==> config.mk <==
export PLATFORM = sky130hd
export DESIGN_NAME = rtc_bus_sequencer
export DESIGN_NICKNAME = d
export VERILOG_FILES = /design/src/rtl/rtc_bus_pkg.sv /design/src/rtl/bus_phase_timer.sv /design/src/rtl/rtc_bus_sequencer.sv
export SDC_FILE = /design/constraint.sdc
export NUM_CORES = 1
export LEC_CHECK = 0
export CORE_AREA = 3 3 55 57
export CTS_BUF_LIST = sky130_fd_sc_hd__clkbuf_16
export DETAILED_ROUTE_END_ITERATION = 12
export DIE_AREA = 0 0 58 60
export DONT_BUFFER_PORTS = 1
export PLACE_DENSITY_LB_ADDON = 0.2
export SKIP_LAST_GASP = 1
export SLEW_MARGIN = 20
export SYNTH_ARGS = -nofsm -noshare
export SYNTH_HDL_FRONTEND = slang
export SYNTH_SLANG_ARGS = --single-unit
==> constraint.sdc <==
create_clock -name clk -period 5 [get_ports clk]
set_input_delay 0.5 -clock clk [delete_from_list [all_inputs] [get_ports clk]]
set_output_delay 0.5 -clock clk [all_outputs]
set_load 0.01 [all_outputs]
==> src/rtl/rtc_bus_pkg.sv <==
// Shared types and constants for the RTC bus sequencer: FSM states,
// requester indices and the fixed arbitration order.
package rtc_bus_pkg;

  typedef enum logic [2:0] {
    ST_IDLE,
    ST_A_SETUP,
    ST_A_PULSE,
    ST_A_HOLD,
    ST_D_SETUP,
    ST_D_PULSE,
    ST_D_HOLD,
    ST_DONE
  } bus_state_e;

  localparam int N_REQ = 4;

  typedef logic [1:0] sel_t;

  localparam sel_t SEL_WI = 2'd0;
  localparam sel_t SEL_WF = 2'd1;
  localparam sel_t SEL_I  = 2'd2;
  localparam sel_t SEL_WR = 2'd3;

  // Highest priority first.
  localparam sel_t PRIO_ORDER [N_REQ] = '{SEL_WI, SEL_WF, SEL_WR, SEL_I};

  // Scan from lowest to highest priority so the highest asserted one wins.
  function automatic sel_t pick_winner(input logic [N_REQ-1:0] req);
    sel_t win;
    win = PRIO_ORDER[0];
    for (int k = N_REQ - 1; k >= 0; k--) begin
      if (req[PRIO_ORDER[k]]) win = PRIO_ORDER[k];
    end
    return win;
  endfunction

  function automatic int max3(input int a, input int b, input int c);
    int m;
    m = (a > b) ? a : b;
    return (m > c) ? m : c;
  endfunction

endpackage

==> src/rtl/bus_phase_timer.sv <==
// Down-counter that measures one bus phase: loaded with (length-1) on entry
// to a phase, it flags the last cycle of that phase.
module bus_phase_timer #(
  parameter int W = 4
) (
  input  logic         clk,
  input  logic         reset,
  input  logic         i_load,
  input  logic [W-1:0] i_value,
  output logic         o_last
);

  logic [W-1:0] r_cnt;

  // NOTE: sequential state uses non-blocking assignments so every register
  // samples pre-edge values regardless of process ordering.
  always_ff @(posedge clk or posedge reset) begin
    if (reset) begin
      r_cnt <= '0;
    end else if (i_load) begin
      r_cnt <= i_value;
    end else if (r_cnt != '0) begin
      r_cnt <= r_cnt - W'(1);
    end
  end

  assign o_last = (r_cnt == '0);

endmodule

==> src/rtl/rtc_bus_sequencer.sv <==
// Arbitrates the RTC parallel bus among four requesters and generates the
// multiplexed address/data strobe sequence, capturing the byte on reads.
module rtc_bus_sequencer
  import rtc_bus_pkg::*;
#(
  parameter int T_SETUP = 2,
  parameter int T_PULSE = 6,
  parameter int T_HOLD  = 2
) (
  input  logic       clk,
  input  logic       reset,
  input  logic [3:0] req,
  input  logic [3:0] rw,
  input  logic [7:0] bus_in,
  output logic [3:0] grant,
  output logic [1:0] data_sel,
  output logic       addr_phase,
  output logic       bus_oe,
  output logic       cs_n,
  output logic       ad_n,
  output logic       wr_n,
  output logic       rd_n,
  output logic [7:0] rd_data,
  output logic       done
);

  localparam int CW = $clog2(max3(T_SETUP, T_PULSE, T_HOLD)) + 1;
  localparam logic [CW-1:0] SETUP_M1 = CW'(T_SETUP - 1);
  localparam logic [CW-1:0] PULSE_M1 = CW'(T_PULSE - 1);
  localparam logic [CW-1:0] HOLD_M1  = CW'(T_HOLD - 1);

  bus_state_e    r_state, w_next;
  logic          w_load;
  logic [CW-1:0] w_load_val;
  logic          w_last;
  sel_t          w_win;

  logic [3:0] r_grant;
  sel_t       r_sel;
  logic       r_rw;
  logic [7:0] r_rd_data;

  logic r_addr_phase, r_bus_oe, r_cs_n, r_ad_n, r_wr_n, r_rd_n, r_done;
  logic w_addr_phase, w_bus_oe, w_cs_n, w_ad_n, w_wr_n, w_rd_n, w_done;

  assign w_win = pick_winner(req);

  bus_phase_timer #(.W(CW)) u_timer (
    .clk     (clk),
    .reset   (reset),
    .i_load  (w_load),
    .i_value (w_load_val),
    .o_last  (w_last)
  );

  always_ff @(posedge clk or posedge reset) begin
    if (reset) r_state <= ST_IDLE;
    else       r_state <= w_next;
  end

  // NOTE: every signal written here gets a default first, so no path through
  // the case can leave it unassigned and infer a latch.
  always_comb begin
    w_next     = r_state;
    w_load     = 1'b0;
    w_load_val = '0;
    case (r_state)
      ST_IDLE: if (|req) begin
        w_next = ST_A_SETUP; w_load = 1'b1; w_load_val = SETUP_M1;
      end
      ST_A_SETUP: if (w_last) begin
        w_next = ST_A_PULSE; w_load = 1'b1; w_load_val = PULSE_M1;
      end
      ST_A_PULSE: if (w_last) begin
        w_next = ST_A_HOLD;  w_load = 1'b1; w_load_val = HOLD_M1;
      end
      ST_A_HOLD: if (w_last) begin
        w_next = ST_D_SETUP; w_load = 1'b1; w_load_val = SETUP_M1;
      end
      ST_D_SETUP: if (w_last) begin
        w_next = ST_D_PULSE; w_load = 1'b1; w_load_val = PULSE_M1;
      end
      ST_D_PULSE: if (w_last) begin
        w_next = ST_D_HOLD;  w_load = 1'b1; w_load_val = HOLD_M1;
      end
      ST_D_HOLD: if (w_last) w_next = ST_DONE;
      ST_DONE:   w_next = ST_IDLE;
      default:   w_next = ST_IDLE;
    endcase
  end

  // Strobes are decoded from the next state and then registered, so the pads
  // see glitch-free levels that change exactly on the state edges.
  always_comb begin
    w_addr_phase = 1'b0;
    w_bus_oe     = 1'b0;
    w_cs_n       = 1'b1;
    w_ad_n       = 1'b1;
    w_wr_n       = 1'b1;
    w_rd_n       = 1'b1;
    w_done       = 1'b0;
    case (w_next)
      ST_A_SETUP, ST_A_PULSE, ST_A_HOLD: begin
        w_addr_phase = 1'b1;
        w_bus_oe     = 1'b1;
        w_cs_n       = 1'b0;
        w_ad_n       = 1'b0;
        w_wr_n       = (w_next != ST_A_PULSE);
      end
      ST_D_SETUP, ST_D_PULSE, ST_D_HOLD: begin
        w_cs_n   = 1'b0;
        w_bus_oe = ~r_rw;
        if (w_next == ST_D_PULSE) begin
          w_wr_n = r_rw;
          w_rd_n = ~r_rw;
        end
      end
      ST_DONE: w_done = 1'b1;
      default: ;
    endcase
  end

  always_ff @(posedge clk or posedge reset) begin
    if (reset) begin
      r_addr_phase <= 1'b0;
      r_bus_oe     <= 1'b0;
      r_cs_n       <= 1'b1;
      r_ad_n       <= 1'b1;
      r_wr_n       <= 1'b1;
      r_rd_n       <= 1'b1;
      r_done       <= 1'b0;
    end else begin
      r_addr_phase <= w_addr_phase;
      r_bus_oe     <= w_bus_oe;
      r_cs_n       <= w_cs_n;
      r_ad_n       <= w_ad_n;
      r_wr_n       <= w_wr_n;
      r_rd_n       <= w_rd_n;
      r_done       <= w_done;
    end
  end

  // Grant, select and direction are frozen for the whole transaction.
  always_ff @(posedge clk or posedge reset) begin
    if (reset) begin
      r_grant <= '0;
      r_sel   <= SEL_WI;
      r_rw    <= 1'b0;
    end else if (r_state == ST_IDLE && |req) begin
      r_grant <= 4'b0001 << w_win;
      r_sel   <= w_win;
      r_rw    <= rw[w_win];
    end else if (r_state == ST_DONE) begin
      r_grant <= '0;
    end
  end

  // Capture on the edge that ends the read pulse, where rd_n returns high.
  always_ff @(posedge clk or posedge reset) begin
    if (reset) begin
      r_rd_data <= '0;
    end else if (r_state == ST_D_PULSE && w_last && r_rw) begin
      r_rd_data <= bus_in;
    end
  end

  assign grant      = r_grant;
  assign data_sel   = r_sel;
  assign addr_phase = r_addr_phase;
  assign bus_oe     = r_bus_oe;
  assign cs_n       = r_cs_n;
  assign ad_n       = r_ad_n;
  assign wr_n       = r_wr_n;
  assign rd_n       = r_rd_n;
  assign rd_data    = r_rd_data;
  assign done       = r_done;

endmodule

==> results_dict.tcl, run 1 <==
set metrics [dict create \
    ys_seq_elements 29 \
    nNetsFinal 148 \
    dieArea_mm2 0.00348 \
    netlist_area_mm2 0.00139 \
    antenna_left 0 \
    htreeDepth 2 \
    wirelength_um 2510 \
    ios 39 \
    drc_errors 0 \
    tightest_slew_ps 956 \
    yosys-top-cells-area "dfrtp_1 (45%), dfstp_2 (7.6%), mux2_2 (7.3%)" \
    firstDrtPassIters 4 \
    post-place-cells 152 \
    hold_viol_final 0 \
    power_density_mw_per_mm2 632 \
    grt.total_usage_pct 16.1 \
    clockRootBuffer "clkbuf_16" \
    crit_path_start_kind "flip-flop" \
    dp_hpwl_um 1770 \
    syn_inst 130 \
    maxCapViolCount 0 \
    slowest_stage "nor3b_2" \
    required_ps 5150 \
    tritoncts "built" \
    mostFrequentLayoutCells "dfrtp_1 (25), o21ai_0 (15), nand2_1 (12)" \
    ys_types 39 \
    p_leak_nw 0.675 \
    grt_pass1_wl_um 4180 \
    synth_ff_type "dfrtp_1" \
    fin_cells 160 \
    grt_max_degree 30 \
    clkLatencyLatePin_ps 260 \
    fmaxAchievable_mhz 414 \
    clk_pin_slew_worst_paths_ps 50 \
    drt_iter0_markers 18 \
    rsz0062_at_grt "false" \
    arrival_ps 2560 \
    areaGrowthSynthToFinish_pct 10.2 \
    async_flop_share_pct 100 \
    crit_path_end_kind "flip-flop" \
    post_cts.repair.setup_buffers 0 \
    rows 18 \
    grt_antenna_before_repair 0 \
    synth_seq_area_share_pct 52.7 \
    drive_gt1_share_pct 20.8 \
    viasPerCell 6.09 \
    cts.sinks 29 \
    relSlewSlack_pct 35.9 \
    vdd_drop_max_mv 0.412 \
    cts_hold_buf 0 \
    hold_class "primary input to asynchronous set/reset pin" \
    vias 974 \
    critPathMaxFanout 11 \
    postLayoutCoreUtil_pct 60.6 \
    final.setup.tns_ps 0 \
    core_area_mm2 0.00252 \
    final_max_slew_viol_count 0 \
    yosys.area.top_type_share_pct 45.1 \
    syn_avg_cell_area_um2 10.7 \
    clk_path_buf_depth 2 \
    yosys.area.top_type "dfrtp_1" \
    ctsResizeCount 0 \
    finClkSkew_ps 0.751 \
    die_h_um 60 \
    post-route-min-period_ps 2420 \
    finalSetupViolCount 0 \
    slowest_delay_ps 590 \
    crit_type "flip-flop to flip-flop" \
    status "completed" \
    cts_buffers 5 \
    wl_per_cell_um 15.7 \
    grt_pass1_vias 983 \
    dieWidth_um 58 \
    final_common_cell "dfrtp_1" \
    synth_enable_flop_cells 0 \
    floorplan.initialDensity_pct 55.0 \
    io_buffers 0 \
    gp_congestion 0.814 \
    ys_warn_count 0 \
    cp_cell_sequence "inv_1 -> ha_1 -> nor3b_2 -> nand2_1 -> nor3_4 -> mux2_2" \
    overflow 0 \
    diodes 0 \
    synth_nets 149 \
    post-route-period-util_pct 48.3 \
]
[critical path, delay by kind of cell, from the launching register on]
kind | cells | cell delay (ps)
buf+inv | 1 | 90
fa+ha+maj | 1 | 210
simple gates | 3 | 1220
mux | 1 | 390
flops | 1 | 390
[power breakdown]
part / leakage, nW / switching (mW) / internal (mW)
registers: 0.360 / 0.122 / 0.324
logic: 0.240 / 0.131 / 0.120
clock network: 0.0748 / 0.0895 / 0.179
total: 0.675 / 0.342 / 0.623
[flip-flops by register name, indices dropped and copies added, names as in the netlist]
signal / flops
ad_n: 1
addr_phase: 1
bus_oe: 1
cs_n: 1
data_sel: 2
done: 1
grant: 4
r_rw: 1
r_state: 3
rd_data: 8
rd_n: 1
u_timer.r_cnt: 4
wr_n: 1
[worst paths after layout]
check	end	cells past startpoint	from	slack, ps
min in group clk	grant[0]	1	req[0]	370
worst max-delay path	rd_data[2]	6	u_timer.r_cnt[0]	2580
worst max register to register	rd_data[2]	6	u_timer.r_cnt[0]	2580
worst min-delay path	rd_data[0]	1	reset	230
worst min register to register	r_rw	2	r_rw	540
max in group asynchronous	u_timer.r_cnt[3]	1	reset	4330
[Yosys cell counts, drive strengths merged (2+ instances only)]
cell / n
inv: 4
nand3: 5
o31ai: 2
nor3b: 2
clkbuf: 2
o211a: 2
nor2: 7
dfstp: 4
a32o: 2
nand2: 12
a21o: 2
nand2b: 2
nor3: 6
mux2: 9
o32ai: 2
buf: 6
or3: 2
a22oi: 2
a21oi: 4
dfrtp: 25
o21ai: 15
[cell families (layout without fill, tap and decap cells)]
logic type	after synthesis	count (layout)	share of synthesized area, %
compound gates	37	37	18.8
xor+xnor	1	1	0.632
simple gates	41	41	16.1
mux	9	9	7.31
fa+ha+maj	1	1	0.902
buf+inv	12	12	3.61
flops	29	29	52.7
[layout make-up]
cell class / instances / area (um^2)
fill: 228 / 995
sequential: 29 / 731
multi-input combinational: 89 / 606
clock buffer: 5 / 125
tap: 30 / 37.5
inverter: 4 / 15.0
clock inverter: 3 / 13.8
[per-stage QoR]
stage | instance area, um^2 | power [mW] | hold slack [ps] | setup WS [ps]
final | 1530 | 0.965 | 225 | 2580
after global routing | 1530 | 1.03 | 281 | 2380
after CTS | 1530 | 0.976 | 366 | 2580
after detailed placement | 1390 | 0.699 | 541 | 2590
after global placement | 1390 | 0.685 | 528 | 2740
after floorplan | 1390 | 0.652 | 485 | 3260
[routing by layer]
| layer | part of all wire (%) | routed length [um] | track usage, % |
|---|---|---|---|
| met1 | 42 | 1050 | 18.4 |
| met2 | 51 | 1290 | 27.3 |
| met3 | 6.0 | 150 | 6.05 |
| met4 | 0.76 | 19 | 5.96 |
| met5 | 0 | 0 | 0 |
Note: power is estimated with default switching activity, not from simulation.
==> run 2: changes to the inputs <==
Clock period 5 ns to 2.35 ns, I/O delays scaled along.
==> run 2 against run 1 <==
Critical path depth stayed put. Critical endpoint is now rd_data[5]. Sequential power is 96% higher. Combinational power grew to 2.6 times the previous value. Highest routed layer unchanged.
==> results_dict.tcl, run 2 (same netlist as run 1, synthesis figures left out) <==
set metrics [dict create \
    status "completed" \
    pwr-share-seq_pct 41.4 \
    slowest_delay_ps 390 \
    hold_viol_final 0 \
    tritoncts "built" \
    internal_power_mw 1.37 \
    dieWidth_um 58 \
    required_ps 2500 \
    diodes 0 \
    vias 1011 \
    r2r_slack_ps 430 \
    drc_errors 0 \
    final_max_slew_viol_count 0 \
    grt.total_usage_pct 16.1 \
    htreeDepth 2 \
    final_common_cell "dfrtp_1" \
    cts_buffers 5 \
    viasPerCell 6.05 \
    rows 18 \
    fin_total_pwr_mw 2.10 \
    grt_max_degree 30 \
    cts_hold_buf 1 \
    crit_path_start_kind "flip-flop" \
    wirelength_um 2590 \
    post-route-period-util_pct 81.5 \
    post_cts.repair.setup_buffers 0 \
    crit_path_end_kind "flip-flop" \
    final.setup.tns_ps 0 \
    overflow 0 \
    antenna_left 0 \
    arrival_ps 2070 \
    p_leak_nw 0.707 \
    hold_class "primary input to flip-flop" \
    dieArea_mm2 0.00348 \
    p_switching_mw 0.737 \
    combPwrFrac_pct 31.3 \
    grt_pass1_wl_um 4240 \
    die_h_um 60 \
    tightest_slew_ps 380 \
    gp_congestion 0.820 \
    slowest_stage "dfrtp_1" \
    cts.sinks 29 \
    grt_antenna_before_repair 0 \
    power_frac_clock_pct 27.3 \
    dpl_worst_slack_ps 435 \
    post-route-min-period_ps 1920 \
    largest_reg_flops 8 \
    dp_hpwl_um 1820 \
    maxCapViolCount 0 \
    clk_pin_slew_worst_paths_ps 50 \
    drive_gt1_share_pct 23.4 \
    critPathMaxFanout 8 \
    clk_path_buf_depth 2 \
    wl_per_cell_um 15.5 \
    clockRootBuffer "clkbuf_16" \
    floorplan.initialDensity_pct 55.0 \
    crit_type "flip-flop to flip-flop" \
    fillers 205 \
    grt_pass1_vias 990 \
    design_area_mm2 0.00158 \
    areaGrowthSynthToFinish_pct 14.1 \
    vdd_drop_max_mv 0.810 \
    io_buffers 0 \
    firstDrtPassIters 4 \
    drt_iter0_markers 40 \
    dpl_cell_area_mm2 0.00143 \
    core_area_mm2 0.00252 \
    swShare_pct 35.0 \
    finClkSkew_ps 5.07 \
    relSlewSlack_pct 74.6 \
    power_density_mw_per_mm2 1330 \
    fmaxAchievable_mhz 522 \
    fin_ws_ps 435 \
    cp_cell_sequence "inv_1 -> ha_1 -> nor3b_2 -> nand2_1 -> nor3_4 -> mux2_2" \
    finalSetupViolCount 0 \
    ios 39 \
    clkLatencyLatePin_ps 270 \
    ctsResizeCount 0 \
    nNetsFinal 155 \
    mostFrequentLayoutCells "dfrtp_1 (25), o21ai_0 (15), nand2_1 (12)" \
    rsz0062_at_grt "false" \
]
## run 2: path summary, 6_finish.rpt
check,from,to,cells after the start
hold / removal,req[0],grant[0],1
min in group asynchronous,reset,rd_data[0],3
max in group asynchronous,reset,cs_n,3
hold reg to reg,data_sel[0],data_sel[0],2
setup / recovery,u_timer.r_cnt[0],rd_data[5],6
setup reg to reg,u_timer.r_cnt[0],rd_data[5],6
## run 2: power by group through the flow
stage / Combinational, mW / Sequential [mW] / Clock (mW)
3_5_place_dp: 0.653 / 0.881 / 0
3_3_place_gp: 0.631 / 0.877 / 0
2_1_floorplan: 0.556 / 0.833 / 0
4_1_cts: 0.659 / 0.875 / 0.594
6_report: 0.659 / 0.872 / 0.574
5_1_grt: 0.734 / 0.900 / 0.620
## run 2: area by class of cell
type / instances / area [um^2] / share of cell area (%)
Sequential cell: 29 / 731 / 46.2
Multi-Input combinational cell: 89 / 606 / 38.3
Clock inverter: 3 / 12.5 / 0.791
Clock buffer: 5 / 125 / 7.91
Inverter: 4 / 15.0 / 0.949
Timing Repair Buffer: 7 / 55.1 / 3.48
Tap cell: 30 / 37.5 / 2.37
## run 2: worst max-delay path: cells and delay by family, from the launching register on
kind | cells | cell delay (ps)
buffers and inverters | 1 | 90
adder cells (fa/ha/maj) | 1 | 220
AND/OR/NAND/NOR | 3 | 710
multiplexers | 1 | 380
flip-flops | 1 | 390
## run 2: metrics by stage
stage / util, % / hold slack (ps) / cells
6_report: 62.7 / 102 / 167
5_1_grt: 62.7 / 105 / 167
4_1_cts: 62.7 / 96.4 / 167
3_5_place_dp: 56.8 / 217 / 158
3_3_place_gp: 56.8 / 205 / 158
2_1_floorplan: - / 310 / 130
## run 2: routing by layer
| layer | vias to the layer above | share of wire (%) | global-route usage, % |
|---|---|---|---|
| met3 | 5 | 7.4 | 7.56 |
| met1 | 491 | 43 | 18.3 |
| met5 | - | 0 | 0 |
| met2 | 34 | 48 | 26.6 |
| met4 | 0 | 1.5 | 5.96 |
| li1 | 481 | - | - |
==> run 3: changes to the inputs <==
Clock period 2.35 ns to 1.6 ns, I/O delays scaled along.
==> run 3 against run 2 <==
The run now ends with negative setup slack left. Critical path depth rose by 1. Final area rose by 11%. Combinational power grew 93%. Critical endpoint is now rd_data[6].
==> results_dict.tcl, run 3 (same netlist as run 1, synthesis figures left out) <==
set metrics [dict create \
    clkLatencyLatePin_ps 270 \
    final_common_cell "dfrtp_1" \
    relSlewSlack_pct 68.3 \
    critPathMaxFanout 5 \
    vias 1052 \
    min_path_cells 1 \
    r2r-start "u_timer.r_cnt[0]" \
    hold_class "primary input to flip-flop" \
    finalSetupViolCount 9 \
    gp_congestion 0.778 \
    final_max_slew_viol_count 0 \
    grt.total_usage_pct 18.5 \
    htreeDepth 2 \
    arrival_ps 1820 \
    tightest_slew_ps 476 \
    largest_reg_flops 8 \
    ios 39 \
    tritoncts "built" \
    grt_max_degree 17 \
    drt_iter0_markers 31 \
    cts.sinks 29 \
    nNetsFinal 167 \
    drc_errors 0 \
    floorplan.initialDensity_pct 55.0 \
    vdd_drop_max_mv 1.31 \
    clk_path_buf_depth 2 \
    slowest_stage "dfrtp_1" \
    crit_type "flip-flop to flip-flop" \
    finClkSkew_ps 4.59 \
    fin_ws_ps -64.3 \
    fmaxAchievable_mhz 601 \
    grt_pass1_wl_um 4760 \
    final.setup.tns_ps -381 \
    clk_pin_slew_worst_paths_ps 50 \
    core_area_mm2 0.00252 \
    crit_path_start_kind "flip-flop" \
    worstRegToRegCells 7 \
    min_from "req[0]" \
    dieArea_mm2 0.00348 \
    cts_buffers 5 \
    hold_viol_final 0 \
    required_ps 1750 \
    wirelength_um 2930 \
    grt_pass1_vias 1069 \
    status "complete, but fails checks" \
    post-route-min-period_ps 1660 \
    dp_hpwl_um 2110 \
    firstDrtPassIters 4 \
    maxCapViolCount 0 \
    areaGrowthSynthToFinish_pct 26.8 \
    hold_end "grant[0]" \
    dieWidth_um 58 \
    wl_per_cell_um 16.4 \
    viasPerCell 5.88 \
    diodes 0 \
    cp_cell_sequence "inv_2 -> ha_4 -> nor3b_4 -> nand2_2 -> nor3_4 -> buf_6 -> mux2_4" \
    p_leak_nw 0.790 \
    antenna_left 0 \
    fillers 167 \
    rsz0062_at_grt "true" \
    overflow 0 \
    drive_gt1_share_pct 33.6 \
    mostFrequentLayoutCells "dfrtp_1 (25), buf_4 (15), o21ai_0 (14)" \
    slowest_delay_ps 400 \
    grt_antenna_before_repair 0 \
    r2r_slack_ps -60 \
    crit_path_end_kind "flip-flop" \
    dpl_worst_slack_ps -120 \
    rows 18 \
    die_h_um 60 \
    clockRootBuffer "clkbuf_16" \
    violations "negative setup slack" \
    r2r_end "rd_data[6]" \
    io_buffers 0 \
    post-route-period-util_pct 104 \
    power_density_mw_per_mm2 1960 \
]
## run 3: cell type report
class	count	area, um^2	share of cell area [%]
flip-flops and latches	29	731	41.6
multi-input cells	89	679	38.6
repair buffers	19	156	8.90
inverters	4	15.0	0.854
clock buffers	5	125	7.12
well taps	30	37.5	2.14
clock inverters	3	13.8	0.783
## run 3: per-layer routing
layer / wire length [um] / vias up / global-route usage (%) / share of wire [%]
li1: - / 508 / - / -
met1: 1200 / 502 / 21.0 / 41
met2: 1510 / 36 / 31.5 / 52
met3: 187 / 6 / 6.70 / 6.4
met4: 31 / 0 / 7.62 / 1.1
met5: 0 / - / 0 / 0
## run 3: critical path, delay by kind of cell, from the launching register on
kind	cells	cell delay, ps
fa+ha+maj	1	130
buf+inv	2	240
flops	1	400
mux	1	310
simple gates	3	460
## run 3: where the power goes
group          internal (mW)  switching [mW]
clock network          0.561           0.297
registers               1.01           0.296
logic                  0.665           0.609
## run 3: how the worst max path moves through the flow
stage / start / endpoint / slack [ps] / depth (start not counted)
after floorplan: u_timer.r_cnt[0] / rd_data[0] / -80 / 6
after global placement: u_timer.r_cnt[0] / rd_data[7] / -70 / 7
after detailed placement: u_timer.r_cnt[0] / rd_data[6] / -120 / 7
after CTS: u_timer.r_cnt[0] / rd_data[6] / -110 / 7
after global routing: u_timer.r_cnt[0] / rd_data[6] / -130 / 7
final: u_timer.r_cnt[0] / rd_data[6] / -60 / 7
## run 3: through the flow
step | std cells | power [mW] | utilization, % | area, um^2 | hold slack (ps)
after floorplan | 130 | 2.11 | - | 1420 | 235
after detailed placement | 168 | 2.44 | 60.6 | 1530 | 86.6
after global routing | 179 | 3.67 | 69.7 | 1760 | 25.3
after CTS | 179 | 3.43 | 69.2 | 1750 | 20.9
after global placement | 168 | 2.39 | 60.6 | 1530 | 81.2
final | 179 | 3.44 | 69.7 | 1760 | 28.6
## run 3: timing repair
item | in CTS | in global routing
gates resized for setup | 13 | 4
endpoints found under the setup margin | 10 | 14
setup buffers | 2 | 0
hold buffers | 1 | 0
hold endpoints to repair | 9 | 0
pin swaps | 3 | 1
